**src/rtl/writeback_queue_pkg.sv**
```systemverilog
// Shared CPU package: default widths for the writeback path and the queue entry layout.
package writeback_queue_pkg;

    localparam int BITSIZE_DEF = 32;
    localparam int REGSIZE_DEF = 32;
    localparam int DEPTH_DEF   = 4;
    localparam int RSEL_W_DEF  = $clog2(REGSIZE_DEF);

    typedef struct packed {
        logic [RSEL_W_DEF-1:0]  rd;
        logic [BITSIZE_DEF-1:0] data;
    } wbq_entry_t;

endpackage

```
**src/rtl/wbq_fwd_lookup.sv**
```systemverilog
// Youngest-match search over the occupied queue entries for one read port.
module wbq_fwd_lookup
    import writeback_queue_pkg::*;
#(
    parameter int BITSIZE = BITSIZE_DEF,
    parameter int RW      = RSEL_W_DEF,
    parameter int DEPTH   = DEPTH_DEF
) (
    input  logic [DEPTH-1:0][RW-1:0]      i_rd,
    input  logic [DEPTH-1:0][BITSIZE-1:0] i_data,
    input  logic [$clog2(DEPTH)-1:0]      i_head,
    input  logic [$clog2(DEPTH):0]        i_count,
    input  logic [RW-1:0]                 i_sel,
    output logic                          o_hit,
    output logic [BITSIZE-1:0]            o_data
);

    localparam int PW = $clog2(DEPTH);

    logic [PW-1:0] w_idx;
    logic          w_match;

    // Walk entries oldest to youngest so the last match seen wins
    always_comb begin
        o_hit   = 1'b0;
        o_data  = '0;
        w_idx   = '0;
        w_match = 1'b0;
        for (int i = 0; i < DEPTH; i++) begin
            w_idx   = i_head + PW'(i);
            w_match = (i < int'(i_count)) && (i_sel != '0) && (i_rd[w_idx] == i_sel);
            o_hit   = o_hit | w_match;
            o_data  = w_match ? i_data[w_idx] : o_data;
        end
    end

endmodule

```
**src/rtl/writeback_queue.sv**
```systemverilog
// Writeback queue: merges ALU and load results into one register-file write port,
// with forwarding of pending results to two read ports.
module writeback_queue
    import writeback_queue_pkg::*;
#(
    parameter int BITSIZE = BITSIZE_DEF,
    parameter int REGSIZE = REGSIZE_DEF,
    parameter int DEPTH   = DEPTH_DEF
) (
    input  logic                         clk,
    input  logic                         rst,
    input  logic                         alu_valid,
    input  logic [$clog2(REGSIZE)-1:0]   alu_rd,
    input  logic [BITSIZE-1:0]           alu_data,
    input  logic                         mem_valid,
    input  logic [$clog2(REGSIZE)-1:0]   mem_rd,
    input  logic [BITSIZE-1:0]           mem_data,
    output logic                         in_ready,
    output logic [$clog2(REGSIZE)-1:0]   WriteSelect,
    output logic [BITSIZE-1:0]           WriteData,
    output logic                         WriteEnable,
    input  logic [$clog2(REGSIZE)-1:0]   ReadSelect1,
    input  logic [$clog2(REGSIZE)-1:0]   ReadSelect2,
    output logic                         Fwd1Hit,
    output logic [BITSIZE-1:0]           Fwd1Data,
    output logic                         Fwd2Hit,
    output logic [BITSIZE-1:0]           Fwd2Data,
    output logic                         empty,
    output logic                         full,
    output logic                         overflow
);

    localparam int RW = $clog2(REGSIZE);
    localparam int PW = $clog2(DEPTH);
    localparam int CW = PW + 1;

    logic [DEPTH-1:0][RW-1:0]      r_rd;
    logic [DEPTH-1:0][BITSIZE-1:0] r_data;
    logic [PW-1:0]                 r_head;
    logic [PW-1:0]                 r_tail;
    logic [CW-1:0]                 r_count;
    logic                          r_overflow;

    logic          w_mem_ok;
    logic          w_alu_ok;
    logic          w_in_ready;
    logic          w_mem_push;
    logic          w_alu_push;
    logic          w_pop;
    logic          w_drop;
    logic [PW-1:0] w_alu_slot;
    logic [CW-1:0] w_npush;

    // The same-cycle pop is deliberately not credited toward acceptance
    assign w_mem_ok   = mem_valid && (mem_rd != '0);
    assign w_alu_ok   = alu_valid && (alu_rd != '0);
    assign w_in_ready = (r_count <= CW'(DEPTH - 2));
    assign w_mem_push = w_in_ready && w_mem_ok;
    assign w_alu_push = w_in_ready && w_alu_ok;
    assign w_pop      = (r_count != '0);
    assign w_drop     = !w_in_ready && (w_mem_ok || w_alu_ok);
    assign w_alu_slot = w_mem_push ? (r_tail + PW'(1)) : r_tail;
    assign w_npush    = CW'(w_mem_push) + CW'(w_alu_push);

    // Pointer, occupancy and sticky overflow state
    always_ff @(posedge clk) begin
        if (rst) begin
            r_head     <= '0;
            r_tail     <= '0;
            r_count    <= '0;
            r_overflow <= 1'b0;
        end else begin
            r_head  <= r_head + PW'(w_pop);
            r_tail  <= r_tail + w_npush[PW-1:0];
            r_count <= r_count + w_npush - CW'(w_pop);
            if (w_drop) begin
                r_overflow <= 1'b1;
            end
        end
    end

    // Entry storage; mem result takes the older slot when both arrive together
    always_ff @(posedge clk) begin
        if (w_mem_push) begin
            r_rd[r_tail]   <= mem_rd;
            r_data[r_tail] <= mem_data;
        end
        if (w_alu_push) begin
            r_rd[w_alu_slot]   <= alu_rd;
            r_data[w_alu_slot] <= alu_data;
        end
    end

    assign in_ready    = w_in_ready;
    assign WriteEnable = w_pop;
    assign WriteSelect = w_pop ? r_rd[r_head]   : '0;
    assign WriteData   = w_pop ? r_data[r_head] : '0;
    assign empty       = (r_count == '0);
    assign full        = (r_count == CW'(DEPTH));
    assign overflow    = r_overflow;

    wbq_fwd_lookup #(.BITSIZE(BITSIZE), .RW(RW), .DEPTH(DEPTH)) u_fwd1 (
        .i_rd    (r_rd),
        .i_data  (r_data),
        .i_head  (r_head),
        .i_count (r_count),
        .i_sel   (ReadSelect1),
        .o_hit   (Fwd1Hit),
        .o_data  (Fwd1Data)
    );

    wbq_fwd_lookup #(.BITSIZE(BITSIZE), .RW(RW), .DEPTH(DEPTH)) u_fwd2 (
        .i_rd    (r_rd),
        .i_data  (r_data),
        .i_head  (r_head),
        .i_count (r_count),
        .i_sel   (ReadSelect2),
        .o_hit   (Fwd2Hit),
        .o_data  (Fwd2Data)
    );

endmodule

```
**config.mk**
```make
export PLATFORM = sky130hd
export DESIGN_NAME = writeback_queue
export DESIGN_NICKNAME = d
export VERILOG_FILES = /design/src/rtl/writeback_queue_pkg.sv /design/src/rtl/wbq_fwd_lookup.sv /design/src/rtl/writeback_queue.sv
export SDC_FILE = /design/constraint.sdc
export NUM_CORES = 1
export LEC_CHECK = 0
export ABC_CLOCK_PERIOD_IN_PS = 4000
export CORE_UTILIZATION = 54
export DETAILED_ROUTE_END_ITERATION = 8
export PLACE_DENSITY = 0.73
export SKIP_LAST_GASP = 1
export SLEW_MARGIN = 20
export SYNTH_ARGS = -nofsm -noshare
export SYNTH_HDL_FRONTEND = slang
export SYNTH_HIERARCHICAL = 1
export SYNTH_SLANG_ARGS = --single-unit
```
**constraint.sdc**
```tcl
create_clock -name clk -period 4 [get_ports clk]
set_input_delay 0.8 -clock clk [delete_from_list [all_inputs] [get_ports clk]]
set_output_delay 0.8 -clock clk [all_outputs]
set_load 0.005 [all_outputs]
```
==> flow_summary.yaml <==
global_route:
  grt_max_degree: 190
  track_usage_pct: 33.5
  grt_pass1_wl_um: 86500
  antenna_found_initial: 0
  gr-total-overflow: 0
  grt_pass1_vias: 15400
place:
  place_area_um2: 20200
  place_congestion: 1.02
  dpl.hpwl_um: 36300
  io_buffers: 195
setup_path:
  slowest_stage: "mux4_2"
  crit_chain: "buf_6 -> buf_8 -> mux4_2 -> xnor2_2 -> nand2_2 -> nor4_4 -> buf_4 -> nor2_4 -> buf_12 -> buf_12 -> buf_6 -> a221o_1 -> o2bb2ai_2 -> buf_2"
  required_ns: 3.20
  path_class: "reg2out"
  crit_path_max_incr_delay_ns: 0.55
  cpLargestDelayFamily: "buffers and inverters"
  cp-end-kind: "output pin"
  arrival_ns: 3.46
  path_buf_inv: 7
  cp_max_fo: 8
  cp-start-kind: "flip-flop"
die:
  die_area_um2: 32800
  die_w_um: 181
  initial_core_util_pct: 55.0
  rows: 65
  top_level_ports: 196
  coreArea_um2: 31600
  die_h_um: 181
detailed_routing:
  routed_via_density: 6.86
  postRouteAntennaNets: 0
  vias: 16000
  drc: 0
  routed_wl_um: 58500
  dr.pass1.iters: 5
  drt_iter0_markers: 1435
  routedWlPerCell_um: 25.2
clocking:
  cts_buffer_depth: 2
  insertion_delay_ns: 0.45
  root_buffer: "clkbuf_16"
  htree_levels: 4
  clk_pin_slew_worst_paths_ns: 0.07
  cts_buffers: 17
  cts_tree: "yes"
  cts_hold_repair.buffers: 0
  cts_sinks: 156
synthesis:
  netlist_instances: 1661
  ys_types: 62
  synth_seq_cells: 156
  avgSynthCellArea_um2: 10.4
  async_flop_share_pct: 0
  ys_seq_area_share_pct: 18.0
  syn_nets: 1760
  synth_warnings: 6
  synth_area_um2: 17300
  synth-edff-count: 0
  ys.flop_type: "dfxtp_1"
outcome:
  failed_checks: "negative setup slack"
  outcome: "finished with violations"
sta:
  hold_ws_ns: 0.451
  post-route-period-util_pct: 106
  report.final.slew_viol_count: 0
  hold_violations: 0
  fin_ws_ns: -0.255
  maxSlewHeadroom_pct: 25.5
  fin_tns_setup_ns: -7.55
  worst_pin_slew_ns: 1.12
  finalSetupViolCount: 62
  skew_ns: 0.0135
  rsz0062_at_grt: "yes"
  fmax_mhz: 235
  timing.final.crit_period_ns: 4.26
power:
  finalPower_uw: 20100
  vdd_drop_max_mv: 0.496
  p_leak_uw: 0.00830
  power_density_nw_per_um2: 902
finish:
  n_fill_cell: 2238
  drive_above_1_share_pct: 50.2
  fin_nets: 2010
  fin_area_um2: 22300
  diodes: 0
  area_growth_syn_to_layout_pct: 28.7
flow_run:
  cap_violations: 0
hold_path:
  hold_class: "reg2reg"
## report_power, final
group / total [uW] / switching [uW] / internal, uW
Sequential: 3810 / 1380 / 2430
Clock: 1790 / 777 / 1010
Combinational: 14500 / 6610 / 7920
## flip-flops by register name, indices dropped and copies added, names as in the netlist
signal	flops
overflow	1
r_count	3
r_data	128
r_head	2
r_rd	20
r_tail	2
## synthesized netlist by cell type (3+ instances only)
library cell    n  area share (%)
mux2_2        449              29
mux2i_1       218              13
dfxtp_1       156              18
a221o_1        82             4.7
clkbuf_1       82             1.8
a21oi_1        80             2.3
o2bb2ai_1      62             3.1
mux4_2         53             6.9
o21ai_0        43             1.2
nor2b_1        40             1.4
xnor2_1        35             1.8
buf_6          32             2.1
or2_2          32             1.2
buf_2          31            0.89
a22oi_1        28             1.2
mux2_1         26             1.7
nor2_1         24            0.52
a41o_1         19             1.1
a2bb2oi_1      16            0.81
inv_1          16            0.35
xor2_1         14            0.71
buf_1          10            0.22
ha_1           10            0.72
nand2_1        10            0.22
buf_4           7            0.30
nor3_1          7            0.20
o2111ai_1       6            0.30
or3_1           6            0.22
mux2_4          5            0.43
nand3_1         5            0.14
a211oi_4        4            0.46
and2_1          3            0.11
nand3b_1        3            0.13
o21a_1          3            0.13
o21ai_4         3            0.28
## cell usage in the layout (no fill, tap or decap), drive strengths merged, types with 4 or more instances in the layout
cell type	n
or2	33
nand2	10
xnor2	37
nor2	25
o2111ai	6
clkbuf	36
a22oi	28
nor2b	40
inv	24
ha	10
or3	6
a2bb2oi	16
a2111oi	4
xor2	14
a21oi	82
nor4	4
nor3	8
a221o	82
clkdlybuf4s50	121
buf	241
dfxtp	156
dlymetal6s2s	8
o21ai	46
mux2i	218
o2bb2ai	62
a211oi	6
nand3	5
mux4	53
a41o	19
mux2	480
clkinv	6
## through the flow
step	setup slack (ns)	util [%]	cells
5_1_grt	-0.350	70.7	2326
3_3_place_gp	-0.682	64.1	2221
4_1_cts	-0.235	68.8	2296
3_5_place_dp	-0.741	64.1	2221
6_report	-0.255	70.7	2326
2_1_floorplan	0.523	-	1661
## cells by family after synthesis
family                   after synthesis  share of synthesized area, %
AND/OR/NAND/NOR                      143                          4.85
AO/OA/AOI/OAI                        367                          17.0
adder cells (fa/ha/maj)               11                         0.837
flip-flops                           156                          18.0
multiplexers                         751                          50.7
buffers and inverters                182                          5.80
XOR/XNOR                              51                          2.79
## timing repair
item,CTS,global route
endpoints found under the hold margin,0,0
setup buffers,41,26
pin swaps,57,72
gates cloned,8,8
gates resized for setup,312,126
endpoints found under the setup margin,79,83
## worst min-delay path: stages (launching register included)
cell and delay (ns):
dfxtp_1 0.31, inv_1 0.05, a21oi_1 0.05
## metal layers
layer / share of wire (%) / GRT usage (%) / up-vias / wire, um
met5: 0 / 0 / - / 0
li1: - / - / 7034 / -
met1: 40 / 41.8 / 7862 / 23400
met2: 47 / 55.9 / 849 / 27400
met3: 8.4 / 5.52 / 205 / 4890
met4: 4.9 / 16.5 / 0 / 2860
## final cells by class
class | count | area [um^2] | share of cell area, %
clock buffer | 17 | 425 | 1.91
clock inverter | 15 | 206 | 0.925
inverter | 18 | 67.6 | 0.303
multi-input combinational | 1324 | 14000 | 62.6
sequential | 156 | 3130 | 14.0
tap | 402 | 503 | 2.25
timing repair buffer | 394 | 4020 | 18.0
## path summary, 6_finish.rpt
check,slack (ns),from,cells after the start,to
setup reg to reg,0.71,r_count[2]$_SDFF_PP0_,14,r_count[2]$_SDFF_PP0_
hold / removal,0.45,overflow$_SDFFE_PP0P_,2,overflow$_SDFFE_PP0P_
hold reg to reg,0.45,overflow$_SDFFE_PP0P_,2,overflow$_SDFFE_PP0P_
setup / recovery,-0.26,r_head[1]$_SDFF_PP0_,14,Fwd1Data[11]
Note: power is estimated with default switching activity, not from simulation.
